### config.mk
export PLATFORM = sky130hd
export DESIGN_NAME = dq_abc_seq
export DESIGN_NICKNAME = d
export VERILOG_FILES = /design/src/rtl/dq_abc_pkg.sv /design/src/rtl/qadd_.sv /design/src/rtl/qmult_.sv /design/src/rtl/dq_abc_seq.sv
export SDC_FILE = /design/constraint.sdc
export NUM_CORES = 2
export LEC_CHECK = 0
export CELL_PAD_IN_SITES_DETAIL_PLACEMENT = 0
export CELL_PAD_IN_SITES_GLOBAL_PLACEMENT = 1
export CORE_MARGIN = 2
export CORE_UTILIZATION = 30
export CTS_CLUSTER_SIZE = 40
export DETAILED_ROUTE_END_ITERATION = 7
export PLACE_DENSITY = 0.64
export SETUP_SLACK_MARGIN = 0.1
export SYNTH_ARGS = -nofsm -noshare
export SYNTH_HDL_FRONTEND = slang
export SYNTH_SLANG_ARGS = --single-unit
### constraint.sdc
create_clock -name clk -period 17.6 [get_ports clk]
set_input_delay 1.76 -clock clk [delete_from_list [all_inputs] [get_ports clk]]
set_output_delay 1.76 -clock clk [all_outputs]
set_load 0.05 [all_outputs]
### src/rtl/dq_abc_pkg.sv
// ---------------------------------------------------------------------------
// dq_abc_pkg
// Shared definitions for the sequenced inverse Park / inverse Clarke block.
//   N, Q      : word width and fractional bits of the sign-magnitude format
//   SQRT3_2   : sqrt(3)/2 in that format
//   ONE_Q     : 1.0 in that format
//   state_t   : FSM state encoding (IDLE, then one state per sequencing step)
//   sm_neg      : sign-magnitude negate that never creates -0
//   sm_half_neg : -x/2 in sign-magnitude, used for the -alpha/2 term
// ---------------------------------------------------------------------------
package dq_abc_pkg;

   localparam int N = 24;
   localparam int Q = 12;

   localparam logic [N-1:0] SQRT3_2 = 24'h000DDB;
   localparam logic [N-1:0] ONE_Q   = 24'(1 << Q);

   typedef enum logic [3:0] {
      IDLE = 4'd0,
      S_DC = 4'd1,
      S_QS = 4'd2,
      S_DS = 4'd3,
      S_QC = 4'd4,
      S_SB = 4'd5,
      S_KB = 4'd6,
      S_B  = 4'd7,
      S_C  = 4'd8
   } state_t;

   // Flip the sign only when the magnitude is non-zero.
   function automatic logic [N-1:0] sm_neg(input logic [N-1:0] x);
      return {x[N-1] ^ (|x[N-2:0]), x[N-2:0]};
   endfunction

   // Halve the magnitude and negate; the result is negative only when x was
   // positive with a non-zero magnitude.
   function automatic logic [N-1:0] sm_half_neg(input logic [N-1:0] x);
      return {~x[N-1] & (|x[N-2:0]), 1'b0, x[N-2:1]};
   endfunction

endpackage

### src/rtl/qadd_.sv
// ---------------------------------------------------------------------------
// qadd_
// Combinational sign-magnitude adder.
//   i_a, i_b : operands, bit N-1 = sign, bits N-2:0 = magnitude
//   o_y      : sum; same-sign magnitudes wrap on overflow, an exact
//              cancellation of opposite signs yields +0
// ---------------------------------------------------------------------------
module qadd_ #(
   parameter int N = 24
) (
   input  logic [N-1:0] i_a,
   input  logic [N-1:0] i_b,
   output logic [N-1:0] o_y
);

   logic [N-2:0] w_sum;
   logic [N-2:0] w_a_minus_b;
   logic [N-2:0] w_b_minus_a;

   assign w_sum       = i_a[N-2:0] + i_b[N-2:0];
   assign w_a_minus_b = i_a[N-2:0] - i_b[N-2:0];
   assign w_b_minus_a = i_b[N-2:0] - i_a[N-2:0];

   always_comb begin
      o_y = '0;
      if (i_a[N-1] == i_b[N-1]) begin
         o_y = {i_a[N-1], w_sum};
      end else if (i_a[N-2:0] > i_b[N-2:0]) begin
         o_y = {i_a[N-1], w_a_minus_b};
      end else begin
         o_y = {i_b[N-1] & (|w_b_minus_a), w_b_minus_a};
      end
   end

endmodule

### src/rtl/qmult_.sv
// ---------------------------------------------------------------------------
// qmult_
// Combinational sign-magnitude Q-format multiplier.
//   i_a, i_b : operands, bit N-1 = sign, bits N-2:0 = magnitude
//   o_y      : product; magnitude truncated to bits N-2+Q:Q of the full
//              product, upper bits discarded (silent wrap)
// ---------------------------------------------------------------------------
module qmult_ #(
   parameter int N = 24,
   parameter int Q = 12
) (
   input  logic [N-1:0] i_a,
   input  logic [N-1:0] i_b,
   output logic [N-1:0] o_y
);

   logic [2*N-3:0] w_prod;
   logic           w_unused_bits;

   assign w_prod = {{(N-1){1'b0}}, i_a[N-2:0]} * {{(N-1){1'b0}}, i_b[N-2:0]};
   assign o_y    = {i_a[N-1] ^ i_b[N-1], w_prod[N-2+Q:Q]};

   // Fraction bits below Q and overflow bits above N-2+Q are dropped.
   assign w_unused_bits = ^{w_prod[2*N-3:N-1+Q], w_prod[Q-1:0]};

endmodule

### src/rtl/dq_abc_seq.sv
// ---------------------------------------------------------------------------
// dq_abc_seq
// Sequenced inverse Park + inverse Clarke: d/q and cos/sin -> phases A/B/C.
// One multiplier and one adder are time-shared over an 8-step FSM.
//   clk, rst_n      : clock (rising edge), async active-low reset
//   start           : request, sampled only in IDLE
//   CosQ, SinQ, d, q: inputs, latched when start is accepted
//   busy            : high while the FSM is in S_DC..S_C
//   done            : one-cycle pulse, A/B/C just updated (FSM back in IDLE)
//   A, B, C         : phase references, held between completions
// Handshake: start is a request with no ready; it is taken only when the FSM
// sits in IDLE (including the done cycle) and dropped otherwise.
// ---------------------------------------------------------------------------
module dq_abc_seq
   import dq_abc_pkg::*;
(
   input  logic         clk,
   input  logic         rst_n,
   input  logic         start,
   input  logic [N-1:0] CosQ,
   input  logic [N-1:0] SinQ,
   input  logic [N-1:0] d,
   input  logic [N-1:0] q,
   output logic         busy,
   output logic         done,
   output logic [N-1:0] A,
   output logic [N-1:0] B,
   output logic [N-1:0] C
);

   state_t       r_state;
   logic [N-1:0] r_cos, r_sin, r_d, r_q;
   logic [N-1:0] r_r0, r_r1, r_al, r_be, r_ha;

   logic [N-1:0] w_mul_a, w_mul_b, w_mul_y;
   logic [N-1:0] w_add_a, w_add_b, w_add_y;

   qmult_ #(.N(N), .Q(Q)) u_mul (.i_a(w_mul_a), .i_b(w_mul_b), .o_y(w_mul_y));
   qadd_  #(.N(N))        u_add (.i_a(w_add_a), .i_b(w_add_b), .o_y(w_add_y));

   // Operand selection depends only on the state and registered values.
   always_comb begin
      w_mul_a = '0;
      w_mul_b = '0;
      w_add_a = '0;
      w_add_b = '0;
      case (r_state)
         S_DC: begin w_mul_a = r_d;  w_mul_b = r_cos;   end
         S_QS: begin w_mul_a = r_q;  w_mul_b = r_sin;   end
         S_DS: begin
            w_mul_a = r_d;  w_mul_b = r_sin;
            w_add_a = r_r0; w_add_b = sm_neg(r_r1);
         end
         S_QC: begin w_mul_a = r_q;  w_mul_b = r_cos;   end
         S_SB: begin w_add_a = r_r0; w_add_b = r_r1;    end
         S_KB: begin w_mul_a = r_be; w_mul_b = SQRT3_2; end
         S_B:  begin w_add_a = r_ha; w_add_b = r_r0;    end
         S_C:  begin w_add_a = r_ha; w_add_b = sm_neg(r_r0); end
         default: ;
      endcase
   end

   always_ff @(posedge clk or negedge rst_n) begin
      if (!rst_n) begin
         r_state <= IDLE;
         busy    <= 1'b0;
         done    <= 1'b0;
         A       <= '0;
         B       <= '0;
         C       <= '0;
         r_cos   <= '0;
         r_sin   <= '0;
         r_d     <= '0;
         r_q     <= '0;
         r_r0    <= '0;
         r_r1    <= '0;
         r_al    <= '0;
         r_be    <= '0;
         r_ha    <= '0;
      end else begin
         done <= 1'b0;
         case (r_state)
            IDLE: begin
               if (start) begin
                  r_cos   <= CosQ;
                  r_sin   <= SinQ;
                  r_d     <= d;
                  r_q     <= q;
                  busy    <= 1'b1;
                  r_state <= S_DC;
               end
            end
            S_DC: begin r_r0 <= w_mul_y; r_state <= S_QS; end
            S_QS: begin r_r1 <= w_mul_y; r_state <= S_DS; end
            S_DS: begin
               r_al    <= w_add_y;   // alpha = d*cos - q*sin
               r_r0    <= w_mul_y;
               r_state <= S_QC;
            end
            S_QC: begin r_r1 <= w_mul_y; r_state <= S_SB; end
            S_SB: begin r_be <= w_add_y; r_state <= S_KB; end  // beta = d*sin + q*cos
            S_KB: begin
               r_r0    <= w_mul_y;       // sqrt3/2 * beta
               r_ha    <= sm_half_neg(r_al);
               r_state <= S_B;
            end
            S_B: begin B <= w_add_y; r_state <= S_C; end
            S_C: begin
               C       <= w_add_y;
               A       <= r_al;
               done    <= 1'b1;
               busy    <= 1'b0;
               r_state <= IDLE;
            end
            default: begin
               busy    <= 1'b0;
               r_state <= IDLE;
            end
         endcase
      end
   end

endmodule

Yosys cells after proc, flatten, opt, wreduce, memory -nomap -nowiden
Index checks and enable logic that the tools add are counted.
Word-level totals
  flip-flop bits (word level): 293
  bits of input ports: 99
  output and inout bits: 74
  word-level logic and storage cells: 63
Operators by class
  add/subtract/negate cells: 3
  $mul: 1
  order comparisons: 1
  eq/ne operators: 10
  muxes and demuxes: 11
  bitwise gates (word level): 7
  reduce and logical (&&, ||, !) cells: 15
Operators with widths (number)
  one-hot mux 24 bit (3 select lines): 2
  one-hot mux 24 bit (4 select lines): 1
  OR reduction 23 bit: 4
  two-way mux 24 bit: 2
  one-hot mux 24 bit (2 select lines): 1
  subtractor 23 bit: 2
  multiplier 23 x 23 -> 35 bit: 1
  one-hot mux 4 bit (8 select lines): 1
  adder 23 bit: 1
  greater-than comparator 23 bit: 1
  == test 4 x 3 -> 1 bit, second input constant: 4
  OR reduction 2 bit: 6
  == test 4 x 2 -> 1 bit, second input constant: 2
  OR reduction 7 bit: 1
  == test 4 x 1 -> 1 bit, second input constant: 1
  == test 4 bit, second input constant: 1
  logical NOT 4 bit: 1
  two-way mux 4 bit: 1
  AND reduction 2 bit: 2
  OR reduction 3 bit: 1
  bitwise XOR 1 bit: 3
  bitwise AND 1 bit: 2
  two-way mux 1 bit: 2
  inequality test 2 bit, second input constant: 1
  other kinds (3): 4

Depth between registers and ports, before layout
  depth in word-level cells: 8
  mapped depth: 35
  gate-level depth less buffers: 30

Modules after synthesis
From an unflattened synthesis, not the netlist that was laid out.
Unflattened totals
  cell total of the unflattened synthesis: 3232
  area total of the unflattened synthesis: 30840.8 um2
Modules (own cells, without submodules)
  qmult_: times used 1, cells each 1646, area each 14466.4 um2, sequential area each 0.0 um2
  dq_abc_seq: times used 1, cells each 969, area each 12281.8 um2, sequential area each 7332.0 um2
  qadd_: times used 1, cells each 617, area each 4092.7 um2, sequential area each 0.0 um2

Worst setup path after synthesis
No wires, ideal clock.
  path type: reg-to-reg
  from: reg r_state[2]
  to: reg r_r0[22]
  library setup time: 0.077 ns
  arrival: 7.947 ns
  required time: 17.523 ns
  path slack: 9.576 ns
  stages on the path, launching flop included: 34
  buffers on the path: 5
  period minus slack after synthesis: 8.024 ns
  path through: dfrtp_1 buf_2 buf_6 xnor2_1 nor3_2 buf_2 buf_1 a221oi_1 clkbuf_1 nor2_1 fa_1 inv_1 fa_1 inv_1 fa_1 inv_1 fa_1 inv_1 fa_1 fa_1 inv_1 fa_1 inv_1 ha_1 a21o_1 a21o_1 a21oi_1 nand2b_1 nand2_1 a31oi_1 nor3_1 a2111oi_0 xnor3_1 a21oi_1
Between the ends
  cells in the longest elaborated chain, start to end: 4
  elaborated cells on any way between the ends: 13
  those cells by class: mul: 1; eq/ne: 5; mux: 2; reduce/logical: 5
RTL lines
  start, declared: RTL line dq_abc_seq.sv:31  | state_t r_state;
  start signal, assigned: RTL line dq_abc_seq.sv:65  | r_state <= IDLE;
  start signal, assigned: RTL line dq_abc_seq.sv:90  | r_state <= S_DC;
  start signal, assigned: RTL line dq_abc_seq.sv:93  | S_DC: begin r_r0 <= w_mul_y; r_state <= S_QS; end
  == test 4 x 3 -> 1 bit (tied with other cells): RTL line dq_abc_seq.sv:47  | case (r_state)
  OR reduction 2 bit (no line)
  one-hot mux 24 bit (3 select lines): RTL line dq_abc_seq.sv:47
  multiplier 23 x 23 -> 35 bit: RTL line qmult_.sv:20  | assign w_prod = {{(N-1){1'b0}}, i_a[N-2:0]} * {{(N-1){1'b0}}, i_b[N-2:0]};
  end signal, assigned: RTL line dq_abc_seq.sv:97  | r_r0 <= w_mul_y;
  end signal, assigned: RTL line dq_abc_seq.sv:103  | r_r0 <= w_mul_y;
  end, declared: RTL line dq_abc_seq.sv:33  | logic [N-1:0] r_r0, r_r1, r_al, r_be, r_ha;
Several ways; a longest one is shown, not always the timed one.
A chain may end at the register's enable or synchronous reset.

Worst setup path after layout
  from: reg r_state[2]
  to: reg r_r1[22]
Between the ends
  cells in the longest elaborated chain, start to end: 4
  elaborated cells on any way between the ends: 12
  those cells by class: mul: 1; eq/ne: 5; mux: 2; reduce/logical: 4
RTL lines
  == test 4 x 3 -> 1 bit (tied with other cells): RTL line dq_abc_seq.sv:47, dq_abc_seq.sv:82
  OR reduction 2 bit (no line)
  one-hot mux 24 bit (3 select lines): RTL line dq_abc_seq.sv:47
  multiplier 23 x 23 -> 35 bit: RTL line qmult_.sv:20
  end signal, assigned: RTL line dq_abc_seq.sv:76  | r_r1 <= '0;
  end signal, assigned: RTL line dq_abc_seq.sv:94  | S_QS: begin r_r1 <= w_mul_y; r_state <= S_DS; end
  end signal, assigned: RTL line dq_abc_seq.sv:100  | S_QC: begin r_r1 <= w_mul_y; r_state <= S_SB; end
  end, declared: RTL line dq_abc_seq.sv:33
Several ways; a longest one is shown, not always the timed one.

==> results.cfg <==
[synthesis]
yosysTopAreaCellShare_pct = 25.56
synth_cell_types = 75
synth_top_family_by_area = adder cells
synthXorXnorAreaFrac_pct = 2.437
synth_compound_area_share_pct = 11.18
synth.net_count = 4038
yosysTopAreaCell = fa_1
ys.flop_type = dfrtp_1
yosys.area_share.simple_pct = 14.69
synthCells = 3371
synth_mux_area_share_pct = 5.895
async_reset_ff_share_pct = 100.0
synth-edff-count = 0
ys_warn_count = 0
ys_seq_elements = 293
syn_avg_cell_area_um2 = 9.016
seq_area_frac_synth_pct = 24.13
synth_area_leaders = fa_1 26%, dfrtp_1 24%, ha_1 7.4%
syn_area_um2 = 30390
synth_fa_ha_area_share_pct = 32.97

[route]
drc_errors = 0
wl_per_cell_um = 21.76
firstDrtPassIters = 5
wirelength_mm = 105.3
dr_total_vias = 23870
ant_nets = 0
drt-initial-drc-count = 1614
viasPerCell = 4.934

[min_path]
worstHoldPathCells = 2
hp-class = register to register
min_to = A[16]
hp-start = A[16]

[floorplan]
coreArea_um2 = 100300
die_h_um = 322.3
dieArea_um2 = 103900
io_pins = 173
start_util_pct = 30.30
rows = 116
die_w_um = 322.3

[placed_design]
dp_hpwl_mm = 85.69
gp_congestion = 0.8939
port_buffers = 172

[critical_path]
rr_worst_depth = 26
worst_setup_path_end_kind = register
critPathKind = register to register
reg2reg_from = r_state[2]
start_kind = register
arrival_ps = 10380
rrSetupSlack_ps = 7700
max_stage_delay_ps = 860
worstReg2RegEnd = r_r1[22]
critPathTopFamily = adder cells
worst_path_max_delay_cell = a221o_1
worst-path-buf-inv = 4
cpMostUsedCell = fa_1
path_max_fanout = 34
cp.required_ps = 18070

[clock_tree]
cts_buffer_depth = 3
clk_pin_slew_ps = 60
clock_sinks = 293
ctsHoldBuffers = 0
post_cts_buffers = 0
cts_root_buffer = clkbuf_16
htree_levels = 2
cts_tree = yes
cts_resized = 0
cts_made_buffers = 35
clk-insertion-delay-late_ps = 580

[timing]
max_slew.worst_pin.slew_ps = 1182
max_slew_margin_pct = 20.90
slew_violations = 0
fin_tns_setup_ps = 0
fmax_mhz = 101.0
fin_skew_ps = 18.66
period_minus_slack_ps = 9904
rsz0062_at_grt = no
finalHoldViolations = 0
finalSetupViolations = 0
period_share_pct = 56.27

[grt]
grt_pass1_vias = 24620
grt_use_total_pct = 20.55
grt_pass1_wl_mm = 160.9
grt_max_degree = 96
grt-ovfl-total = 0
grt_antenna_before_repair = 3

[final_layout]
fill_cells = 10350
insertedDiodeCount = 0
syn2layout_area_growth_pct = 14.21
finalNetCount = 4122
finish.utilization_pct = 34.61
final_layout_size_suffix_gt1_share_pct = 7.986

[job]
cap_viol_max_count = 0

[run_status]
outcome = completed
-- logic make-up (layout without fill, tap and decap cells) --
kind of cell               Yosys count  count (layout)
buffers and inverters              689             799
DFF                                293             293
and+or+nand+nor                   1059            1059
adders and majority gates          568             568
muxes                              160             160
AOI/OAI and AO/OA                  519             519
xor gates and xnor gates            83              83
-- through the flow --
| step | instances | cell area (um^2) | hold WS (ps) | setup WS (ps) |
|---|---|---|---|---|
| final | 4838 | 34710 | 474.5 | 7696 |
| after global placement | 4775 | 33510 | 461.1 | 7904 |
| after floorplan | 3371 | 30390 | 442.5 | 9576 |
| after global routing | 4838 | 34710 | 496.4 | 7026 |
| after CTS | 4838 | 34710 | 478.3 | 7758 |
| after detailed placement | 4775 | 33510 | 463.0 | 7814 |
-- metal layers --
layer / vias up / part of all wire (%) / GRT usage, %
met5: - / 0.019 / 0
met3: 119 / 5.3 / 2.687
met2: 690 / 46 / 33.02
met1: 12130 / 47 / 29.57
li1: 10930 / - / -
met4: 4 / 2.0 / 4.206
-- synth_stat cells (58+ instances only) --
cell type / count
nand2_1: 598
inv_1: 518
fa_1: 388
dfrtp_1: 293
nor2_1: 265
ha_1: 180
mux2_2: 147
clkbuf_1: 112
a21oi_1: 107
o21ai_1: 106
a22oi_1: 62
xnor2_1: 58
-- layout make-up --
class	instances	area, um^2	area share [%]
clock buffers	52	1050	3.024
clock inverters	11	155.1	0.4470
inverters	525	1971	5.677
multi-input cells	2389	20490	59.02
flip-flops and latches	293	7332	21.12
well taps	1357	1698	4.892
repair buffers	211	2019	5.818
-- tightest hold or removal path: cells and delay by family (launching register included) --
| family | cells | cell delay, ps |
|---|---|---|
| flops | 1 | 340 |
| simple gates | 2 | 100 |
-- worst max-delay path by stage --
stage / start / endpoint / slack [ps] / cells after the start
after floorplan: r_state[2] / r_r0[22] / 9580 / 33
after global placement: r_state[2] / r_r0[22] / 7900 / 26
after detailed placement: r_state[2] / r_r1[22] / 7810 / 26
after CTS: r_state[2] / r_r1[22] / 7760 / 26
after global routing: r_state[2] / r_r1[22] / 7030 / 26
final: r_state[2] / r_r1[22] / 7700 / 26
-- layout by cell type (no fill, tap or decap), drive strengths merged, types with 52 or more instances in the layout --
| cell type | Yosys | routed |
|---|---|---|
| clkdlybuf4s50 | 0 | 171 |
| fa | 388 | 388 |
| o21ai | 154 | 154 |
| ha | 180 | 180 |
| dfrtp | 293 | 293 |
| nand2 | 598 | 598 |
| clkbuf | 112 | 52 |
| mux2 | 149 | 149 |
| nor2 | 265 | 265 |
| a22oi | 62 | 62 |
| xnor2 | 58 | 58 |
| inv | 524 | 530 |
| a21oi | 110 | 110 |
Power is left out: the tool's default activity adds up to more than one toggle a clock period on the data nets, which glitch-free logic cannot reach.
